**src/rtl/rr_onehot_arbiter.sv**
```systemverilog
// rr_onehot_arbiter: round-robin arbiter with a registered one-hot grant.
// A grant is held until its owner pulses done or drops its request. There is
// always at least one idle cycle between two grants. The search pointer moves
// to the index just past each winner, so every requester gets a turn.
// Optional build macro RR_ONEHOT_ARBITER_CHECK_EN adds an internal checker on
// the registered grant: it tests for one-hot-or-zero, for a gnt_id that
// matches gnt, and for gnt_valid == |gnt. Any violation sets a sticky err
// flag. Without the macro, err is tied low.
module rr_onehot_arbiter #(
    parameter int N = 8,
    parameter int W = $clog2(N)
) (
    input  logic         clk,
    input  logic         reset,
    input  logic [N-1:0] req,
    input  logic         done,
    output logic [N-1:0] gnt,
    output logic         gnt_valid,
    output logic [W-1:0] gnt_id,
    output logic         err
);

    typedef enum logic {
        IDLE = 1'b0,
        BUSY = 1'b1
    } state_t;

    state_t       state, state_next;
    logic [W-1:0] ptr, ptr_next;
    logic [N-1:0] gnt_next;
    logic [W-1:0] id_next;
    logic         valid_next;

    // Priority search results.
    logic [W:0]   idx;
    logic         found;
    logic [W-1:0] winner;
    logic         release_cond;

    // Scan from ptr upward, wrapping modulo N. The first requester hit wins.
    // The index has one spare bit, so ptr + k never overflows before the wrap.
    always_comb begin
        found  = 1'b0;
        winner = '0;
        idx    = '0;
        for (int k = 0; k < N; k++) begin
            idx = {1'b0, ptr} + (W+1)'(k);
            if (idx >= (W+1)'(N))
                idx = idx - (W+1)'(N);
            if (!found && req[idx[W-1:0]]) begin
                found  = 1'b1;
                winner = idx[W-1:0];
            end
        end
    end

    // Release the owner on done, or when the owner has dropped its request.
    assign release_cond = done | ~req[gnt_id];

    // Next state and next registered outputs. Defaults hold the current values.
    always_comb begin
        state_next = state;
        ptr_next   = ptr;
        gnt_next   = gnt;
        id_next    = gnt_id;
        valid_next = gnt_valid;
        case (state)
            IDLE: begin
                gnt_next   = '0;
                id_next    = '0;
                valid_next = 1'b0;
                if (found) begin
                    state_next       = BUSY;
                    gnt_next[winner] = 1'b1;
                    id_next          = winner;
                    valid_next       = 1'b1;
                    ptr_next         = (winner == W'(N-1)) ? '0 : winner + W'(1);
                end
            end
            BUSY: begin
                // Release takes priority over new requests. Those are
                // arbitrated in the following idle cycle.
                if (release_cond) begin
                    state_next = IDLE;
                    gnt_next   = '0;
                    id_next    = '0;
                    valid_next = 1'b0;
                end
            end
            default: begin
                state_next = IDLE;
                gnt_next   = '0;
                id_next    = '0;
                valid_next = 1'b0;
            end
        endcase
    end

    // State, pointer and output registers. Every output comes from a flop.
    always_ff @(posedge clk) begin
        if (reset) begin
            state     <= IDLE;
            ptr       <= '0;
            gnt       <= '0;
            gnt_id    <= '0;
            gnt_valid <= 1'b0;
        end else begin
            state     <= state_next;
            ptr       <= ptr_next;
            gnt       <= gnt_next;
            gnt_id    <= id_next;
            gnt_valid <= valid_next;
        end
    end

`ifdef RR_ONEHOT_ARBITER_CHECK_EN
    logic multi_hot;
    logic id_bad;
    logic valid_bad;
    logic err_q;

    // Clearing the lowest set bit leaves a non-zero value only when two or
    // more bits are set. An all-zero grant counts as legal.
    assign multi_hot = |(gnt & (gnt - N'(1)));
    assign id_bad    = (gnt == '0) ? (gnt_id != '0) : ~gnt[gnt_id];
    assign valid_bad = gnt_valid != (|gnt);

    // Sticky error flag. Only reset clears it.
    always_ff @(posedge clk) begin
        if (reset)
            err_q <= 1'b0;
        else
            err_q <= err_q | multi_hot | id_bad | valid_bad;
    end

    assign err = err_q;
`else
    assign err = 1'b0;
`endif

endmodule

```
**config.mk**
```make
export PLATFORM = sky130hd
export DESIGN_NAME = rr_onehot_arbiter
export DESIGN_NICKNAME = d
export VERILOG_FILES = /design/src/rtl/rr_onehot_arbiter.sv
export SDC_FILE = /design/constraint.sdc
export NUM_CORES = 1
export LEC_CHECK = 0
export ABC_CLOCK_PERIOD_IN_PS = 4050
export CORE_MARGIN = 4
export CORE_UTILIZATION = 50
export CTS_CLUSTER_DIAMETER = 100
export DETAILED_ROUTE_END_ITERATION = 8
export PLACE_DENSITY = 0.83
export SLEW_MARGIN = 40
export SYNTH_ARGS = -nofsm -noshare
export SYNTH_HDL_FRONTEND = slang
export SYNTH_SLANG_ARGS = --single-unit
```
**constraint.sdc**
```tcl
create_clock -name clk -period 4.05 [get_ports clk]
set_input_delay 1.0125 -clock clk [delete_from_list [all_inputs] [get_ports clk]]
set_output_delay 1.0125 -clock clk [all_outputs]
set_load 0.05 [all_outputs]
```
==> results.yml, run 1 <==
worst_setup_path:
  path_max_fanout: 9
  end_kind: "register"
  criticalPathCategory: "input port to register"
  worst_setup_path_start_kind: "input port"
  crit_arrival_ps: 3920
  required_ps: 4220
clock_network:
  clkSinkCount: 16
  clkTransAtPathRegs_ps: 90
  clockRootBuffer: "clkbuf_4"
  cts_tree: "built"
  numCtsBuffers: 3
  hold_buffers: 0
  cts_resized: 0
  cts_htree_levels: 1
  clockBufferDepth: 2
  insertion_delay_ps: 280
  cts_setup_buffers: 0
sta:
  slew_headroom_pct: 63.87
  period_share_pct: 92.48
  hold_viol_final: 0
  hold_ws_ps: 454.1
  worst_pin_slew_ps: 539.4
  finalSetupTns_ps: 0
  slew_violations: 0
  setup_viol: 0
  period_needed_ps: 3745
  clock_skew_ps: 1.474
  rsz0062_at_grt: "no"
  fmax_mhz: 267.0
route:
  num_vias: 1760
  top_layer: "met4"
  wl_met3_um: 289
  viasPerCell: 6.400
  wl_met1_mm: 2.143
  antenna_left: 0
  drt_iter0_markers: 128
  drc: 0
  first_pass_iters: 4
  met2_length_mm: 2.244
  routed_wl_mm: 4.707
  wl_per_cell_um: 17.12
logic_synthesis:
  syn_area_um2: 1807
  synth_cell_types: 59
  synth_warnings: 0
  async_reset_ff_share_pct: 0
  synthCells: 193
  syn_nets: 207
  avgSynthCellArea_um2: 9.361
  synth-main-ff-cell: "dfxtp_1"
  ys_seq_elements: 16
  synth_edf_count: 0
  synth-seq-area-share_pct: 17.73
global_route:
  grt_max_degree: 24
  overflow: 0
  grt_pass1_wl_mm: 7.845
  grtUsageTotal_pct: 21.88
  antenna_found_initial: 0
  grt_pass1_vias: 1603
floorplan:
  die_h_um: 68.11
  dieArea_um2: 4639
  dieWidth_um: 68.11
  io_pins: 24
  coreArea_um2: 3416
  rows: 21
  start_util_pct: 52.89
status:
  status: "finished clean"
hold_path:
  hp-class: "register to register"
power_and_ir_drop:
  power_density_nw_per_um2: 825.2
  power_leakage_uw: 0.0007683
  ir_worst_vdd_mv: 0.4004
final_layout:
  final_cell_area_um2: 2195
  antenna_cells: 0
  syn2layout_area_growth_pct: 21.47
  finalNetCount: 245
  most-common-layout-cells: "22 x clkdlybuf4s50_1, 22 x buf_4, 19 x nand2_1, 17 x mux4_2, 16 x dfxtp_1"
  drive_gt1_share_pct: 28.82
place:
  place_congestion: 0.8674
  dp_hpwl_mm: 3.772
  io_buffer_count: 22
  dpl_cell_area_um2: 2172
job:
  maxCapViolCount: 0
## Yosys cell counts (3+ instances only)
cell       n  share of area [%]
nand2b_1   3                1.0
mux2_2     6                3.7
a211oi_1   3                1.2
nor2_1    10                2.1
nor3_1     7                1.9
mux4_2    17                 21
o31ai_1   10                4.2
a31oi_1    3                1.0
nor2b_1    3                1.0
o21ai_0    6                1.7
ha_1       3                2.1
dfxtp_1   16                 18
a21oi_1   10                2.8
nand3_1    6                1.7
and2_1     4                1.4
nand2_1   19                3.9
buf_6      4                2.5
inv_1      3               0.62
mux2i_1    7                3.9
nand3b_1   3                1.2
## state kept, by name, indices dropped and copies added, names as in the netlist
signal / cells
gnt: 8
gnt_id: 3
state: 1
gnt_valid: 1
ptr: 3
## power by group
part	switching, uW	total, uW	internal (uW)
combinational	816	1490	672
clock	47.8	82.3	34.5
sequential	36.0	241	205
## metrics by stage
step | instances | utilization, % | power, uW | setup slack (ps)
after global routing | 275 | 64.25 | 1941 | 50.88
after CTS | 275 | 64.25 | 1796 | 307.5
after floorplan | 193 | - | 1344 | 196.6
after detailed placement | 272 | 63.59 | 1710 | 17.18
final | 275 | 64.25 | 1811 | 304.6
after global placement | 272 | 63.59 | 1683 | 64.31
## worst max-delay path: stages
cell and delay (ps):
clkdlybuf4s50_1 640, mux2i_1 160, mux4_2 530, or4b_1 480
a211oi_1 260, a31oi_1 100, a21o_1 200, inv_2 60
ha_1 210, nor3_1 80, nand3_1 100, o211ai_1 90
## cells by family after synthesis
kind of cell | count (synthesis) | synth area share [%]
other | 1 | 0.2076
AOI/OAI and AO/OA | 55 | 21.82
adders and majority gates | 3 | 2.078
DFF | 16 | 17.73
buffers and inverters | 16 | 5.333
and+or+nand+nor | 66 | 19.39
muxes | 34 | 32.48
xor gates and xnor gates | 2 | 0.9697
## final cells by class
| type | count | area (um2) |
|---|---|---|
| Inverter | 5 | 18.77 |
| Sequential cell | 16 | 320.3 |
| Fill cell | 284 | 1221 |
| Timing Repair Buffer | 44 | 385.4 |
| Clock buffer | 3 | 22.52 |
| Multi-Input combinational cell | 161 | 1390 |
| Tap cell | 46 | 57.56 |
## metal layers
layer  vias to the layer above  global-route usage, %
met3                         4                  2.135
met1                       849                  33.33
met5                         -                      0
li1                        835                      -
met2                        72                  34.54
met4                         0                  2.233
## final timing paths
path / from / endpoint / slack, ps / cells after the start
setup / recovery: req[1] / ptr[2] / 300 / 12
hold / removal: gnt[0] / gnt[0] / 450 / 2
setup reg to reg: ptr[1] / ptr[2] / 500 / 13
hold reg to reg: gnt[0] / gnt[0] / 450 / 2
Note: power is estimated with default switching activity, not from simulation.
==> run 2: changes to the inputs <==
--- a/config.mk
+++ b/config.mk
@@ -7,10 +7,10 @@
 export LEC_CHECK = 0
 export ABC_CLOCK_PERIOD_IN_PS = 4050
 export CORE_MARGIN = 4
-export CORE_UTILIZATION = 50
+export CORE_UTILIZATION = 36
 export CTS_CLUSTER_DIAMETER = 100
 export DETAILED_ROUTE_END_ITERATION = 8
-export PLACE_DENSITY = 0.83
+export PLACE_DENSITY = 0.65
 export SLEW_MARGIN = 40
 export SYNTH_ARGS = -nofsm -noshare
 export SYNTH_HDL_FRONTEND = slang
==> run 2 against run 1 <==
Fmax fell by 1.6%. Combinational power fell by 3%. First-iteration DRC count rose by 21%. Power barely moved.
==> results.yml, run 2 (synthesis gave the netlist of run 1 again) <==
status:
  status: "finished clean"
hold_path:
  hp-start: "gnt[2]"
  hp-class: "register to register"
sta:
  worst_pin_slew_ps: 527.8
  clock_skew_ps: 4.307
  hold_viol_final: 0
  fmax_mhz: 262.7
  setup_ws_ps: 243.3
  setup_viol: 0
  rsz0062_at_grt: "no"
  period_needed_ps: 3807
  slew_headroom_pct: 64.68
  slew_violations: 0
  finalSetupTns_ps: 0
  period_share_pct: 93.99
route:
  drt_iter0_markers: 155
  antenna_left: 0
  wl_per_cell_um: 15.21
  routed_wl_mm: 4.395
  num_vias: 1699
  drc: 0
  viasPerCell: 5.879
  first_pass_iters: 4
floorplan:
  rows: 25
  dieArea_um2: 6216
  io_pins: 24
  dieWidth_um: 78.84
  start_util_pct: 37.75
  coreArea_um2: 4786
  die_h_um: 78.84
clock_network:
  hold_buffers: 0
  clockRootBuffer: "clkbuf_8"
  clockBufferDepth: 2
  clkSinkCount: 16
  numCtsBuffers: 3
  clkTransAtPathRegs_ps: 60
  cts_tree: "built"
  cts_htree_levels: 1
  insertion_delay_ps: 250
power_and_ir_drop:
  p_switching_uw: 886.2
  seqPwrFrac_pct: 13.7
  switching_share_pct: 48.96
  internal-power_uw: 923.7
  ir_worst_vdd_mv: 0.3798
  pwr-share-comb_pct: 79.9
  power_leakage_uw: 0.0007515
  pwr-share-clk_pct: 6.4
  power_density_nw_per_um2: 826.1
final_layout:
  syn2layout_area_growth_pct: 21.26
  nFillCells: 450
  regMostFlops: "gnt"
  most-common-layout-cells: "21 x clkdlybuf4s50_1, 19 x nand2_1, 17 x mux4_2, 15 x dfxtp_1, 15 x buf_4"
  layout_commonest_cell: "clkdlybuf4s50_1"
  multi_input_area_um2: 1390
  ff_latch_area_um2: 321.6
  drive_gt1_share_pct: 27.03
  reg_top3: "gnt (8), gnt_id (3), ptr (3)"
  largest_reg_flops: 8
  final_cell_area_um2: 2191
  antenna_cells: 0
  finalNetCount: 238
job:
  maxCapViolCount: 0
worst_setup_path:
  criticalPathCategory: "input port to register"
  crit_arrival_ps: 3970
  endpoint: "ptr[1]"
  worst_setup_path_start_kind: "input port"
  required_ps: 4210
  worstReg2RegStart: "ptr[1]"
  end_kind: "register"
  path_max_fanout: 9
  r2r_setup_slack_ps: 560
  reg2reg_to: "ptr[1]"
  r2r_cells: 14
  cp-startpoint: "req[7]"
place:
  place_congestion: 0.8548
  dp_hpwl_mm: 3.510
  io_buffer_count: 22
  dpl_cell_area_um2: 2146
  preCtsSetupSlack_ps: -10.54
global_route:
  overflow: 0
  grt_max_degree: 26
  grt_pass1_wl_mm: 7.486
  antenna_found_initial: 0
  grtUsageTotal_pct: 14.87
  grt_pass1_vias: 1582
-- run 2: changes by cell type in the layout (fill, tap and decap cells not counted) --
| cell | change |
|---|---|
| buf_4 | -7 |
| clkbuf_4 | -3 |
| clkbuf_8 | +3 |
| clkdlybuf4s50_1 | -1 |
| dfxtp_1 | -1 |
| dfxtp_2 | +1 |
| dlymetal6s2s_1 | +1 |
-- run 2: critical path: stages --
cell             delay [ps]
clkdlybuf4s50_1         650
mux2i_1                 160
mux4_2                  530
a32oi_1                 310
buf_4                   180
a211oi_1                 50
a31oi_1                 240
a21o_1                  190
inv_2                    40
ha_1                    260
nand3b_1                 70
a31o_2                  230
o31ai_1                  50
-- run 2: power groups by stage --
stage               clock (uW)  combinational (uW)  sequential (uW)
detailed placement           0                1430              253
floorplan                    0                 984              360
finish                     116                1450              249
global placement             0                1430              251
global route               132                1570              258
CTS                        121                1440              250
-- run 2: final cells by class --
| class | count | area share [%] |
|---|---|---|
| clock buffer | 3 | 1.885 |
| multi-input combinational | 161 | 63.45 |
| sequential | 16 | 14.68 |
| tap | 67 | 3.826 |
| timing repair buffer | 37 | 15.31 |
| inverter | 5 | 0.8567 |
-- run 2: stage by stage --
step / util (%) / hold WS (ps) / power, uW / instances
2_1_floorplan: - / 567.4 / 1344 / 193
3_3_place_gp: 44.84 / 438.3 / 1682 / 286
3_5_place_dp: 44.84 / 444.3 / 1684 / 286
4_1_cts: 45.70 / 455.8 / 1807 / 289
5_1_grt: 45.78 / 482.7 / 1962 / 289
6_report: 45.78 / 448.9 / 1810 / 289
-- run 2: what timing repair did --
action | 4_1_cts | 5_1_grt
setup buffers | 0 | 0
resized for setup | 0 | 1
setup endpoints to repair | 0 | 1
-- run 2: routing by layer --
metal	part of all wire, %	wire length (um)	global-route usage [%]	vias up
met4	1.1	50	2.577	0
li1	-	-	-	821
met3	7.3	322	2.948	8
met5	0	0	0	-
met2	46	2007	23.26	65
met1	46	2015	21.57	805
-- run 2: how the worst min path moves through the flow --
| stage | end | slack, ps | cells past startpoint |
|---|---|---|---|
| after floorplan | gnt_id[2] | 570 | 3 |
| after global placement | gnt[6] | 440 | 2 |
| after detailed placement | gnt[6] | 440 | 2 |
| after CTS | gnt[6] | 460 | 2 |
| after global routing | gnt[3] | 480 | 2 |
| final | gnt[2] | 450 | 2 |
==> run 3: changes to the inputs <==
--- a/config.mk
+++ b/config.mk
@@ -10,8 +10,9 @@
 export CORE_UTILIZATION = 36
 export CTS_CLUSTER_DIAMETER = 100
 export DETAILED_ROUTE_END_ITERATION = 8
-export PLACE_DENSITY = 0.65
-export SLEW_MARGIN = 40
+export DONT_BUFFER_PORTS = 1
+export GPL_ROUTABILITY_DRIVEN = 0
+export PLACE_DENSITY = 0.59
 export SYNTH_ARGS = -nofsm -noshare
 export SYNTH_HDL_FRONTEND = slang
 export SYNTH_SLANG_ARGS = --single-unit
==> run 3 against run 2 <==
Power decreased by 8.2%. Sequential power increased by 48%. Clock power about the same. Die area unchanged. Register-to-register slack got worse by 120 ps. Critical endpoint unchanged. Largest power group unchanged.
==> results.yml, run 3 (synthesis gave the netlist of run 1 again) <==
floorplan:
  rows: 25
  coreArea_um2: 4786
  die_h_um: 78.84
  dieWidth_um: 78.84
  dieArea_um2: 6216
  io_pins: 24
  start_util_pct: 37.75
clock_network:
  clockBufferDepth: 2
  numCtsBuffers: 3
  cts_htree_levels: 1
  cts_tree: "built"
  cts_setup_buffers: 0
  clkTransAtPathRegs_ps: 60
  clockRootBuffer: "clkbuf_8"
  insertion_delay_ps: 250
  cts_resized: 0
  hold_buffers: 0
  clkSinkCount: 16
place:
  preCtsSetupSlack_ps: 466.4
  io_buffer_count: 0
  dp_hpwl_mm: 3.457
final_layout:
  antenna_cells: 0
  reg_top3: "gnt (8), gnt_id (3), ptr (3)"
  most-common-layout-cells: "19 x nand2_1, 17 x mux4_2, 16 x dfxtp_1"
  syn2layout_area_growth_pct: 5.125
  finalNetCount: 207
  layout_commonest_cell: "nand2_1"
  drive_gt1_share_pct: 26.18
  regMostFlops: "gnt"
  largest_reg_flops: 8
sta:
  setup_viol: 0
  hold_viol_final: 0
  finalSetupTns_ps: 0
  clock_skew_ps: 1.113
  setup_ws_ps: 436.6
  slew_headroom_pct: 59.43
  period_share_pct: 89.22
  worst_pin_slew_ps: 607.7
  fmax_mhz: 276.7
  slew_violations: 0
  rsz0062_at_grt: "no"
  period_needed_ps: 3613
worst_setup_path:
  r2r_cells: 13
  cp-startpoint: "ptr[0]"
  path_max_fanout: 11
  required_ps: 4220
  r2r_setup_slack_ps: 440
  crit_arrival_ps: 3780
  worstReg2RegStart: "ptr[0]"
  end_kind: "register"
  worst_setup_path_start_kind: "register"
  reg2reg_to: "ptr[1]"
  criticalPathCategory: "register to register"
power_and_ir_drop:
  pwr-share-clk_pct: 7.1
  seqPwrFrac_pct: 22.2
  power_leakage_uw: 0.0006167
  internal-power_uw: 801.2
  switching_share_pct: 51.77
  ir_worst_vdd_mv: 0.2727
  power_density_nw_per_um2: 874.5
  p_switching_uw: 859.8
  pwr-share-comb_pct: 70.7
route:
  met2_length_mm: 2.072
  first_pass_iters: 4
  wl_met3_um: 317
  top_layer: "met4"
  antenna_left: 0
  num_vias: 1588
  wl_per_cell_um: 17.22
  routed_wl_mm: 4.442
  drc: 0
  wl_met1_mm: 2.013
  drt_iter0_markers: 129
  viasPerCell: 6.155
global_route:
  grt_pass1_wl_mm: 7.596
  antenna_found_initial: 0
  grt_pass1_vias: 1495
  overflow: 0
  grt_max_degree: 24
  grtUsageTotal_pct: 14.99
hold_path:
  whs_path_depth: 3
  min_to: "gnt_id[2]"
  hp-class: "register to register"
  hp-start: "state"
status:
  status: "finished clean"
job:
  maxCapViolCount: 0
run 3: area by class of cell:
type / count / area (um2)
multi-input cells: 161 / 1390
fillers: 469 / 2887
flip-flops and latches: 16 / 320.3
clock buffers: 3 / 41.29
repair buffers: 6 / 45.04
well taps: 67 / 83.83
inverters: 5 / 18.77
run 3: worst max-delay path: stages (launching register included):
cell and delay [ps]:
dfxtp_1 330, inv_1 80, ha_1 590, mux2i_1 210, mux4_2 560, a32oi_1 300, a2bb2oi_1 110, a311oi_1 340
a21o_1 280, inv_2 90, ha_1 280, nand3b_1 80, a31o_2 230, o31ai_1 50
run 3: metrics by stage:
stage                     utilization [%]  total power [uW]  hold WS (ps)  area (um2)  instances
after CTS                           39.69              1654         650.8        1899        258
after global routing                39.69              1787         689.9        1899        258
final                               39.69              1661         642.8        1899        258
after detailed placement            38.82              1532         635.3        1858        255
after floorplan                         -              1344         567.4        1807        193
after global placement              38.82              1533         632.6        1858        255
run 3: power by group through the flow:
stage          Clock (uW)  Sequential (uW)  Combinational, uW
6_report              118              368               1170
5_1_grt               128              378               1280
4_1_cts               122              371               1160
3_5_place_dp            0              374               1160
3_3_place_gp            0              373               1160
2_1_floorplan           0              360                984
run 3: layer usage:
metal / vias up / global-route usage (%)
li1: 757 / -
met1: 769 / 21.42
met2: 58 / 23.26
met3: 4 / 3.515
met4: 0 / 2.921
met5: - / 0
run 3: worst max-delay path by stage:
stage                   to  slack [ps]
floorplan           ptr[1]         200
detailed placement  ptr[1]         470
CTS                 ptr[1]         440
global route        ptr[1]         240
finish              ptr[1]         440
global placement    ptr[1]         470
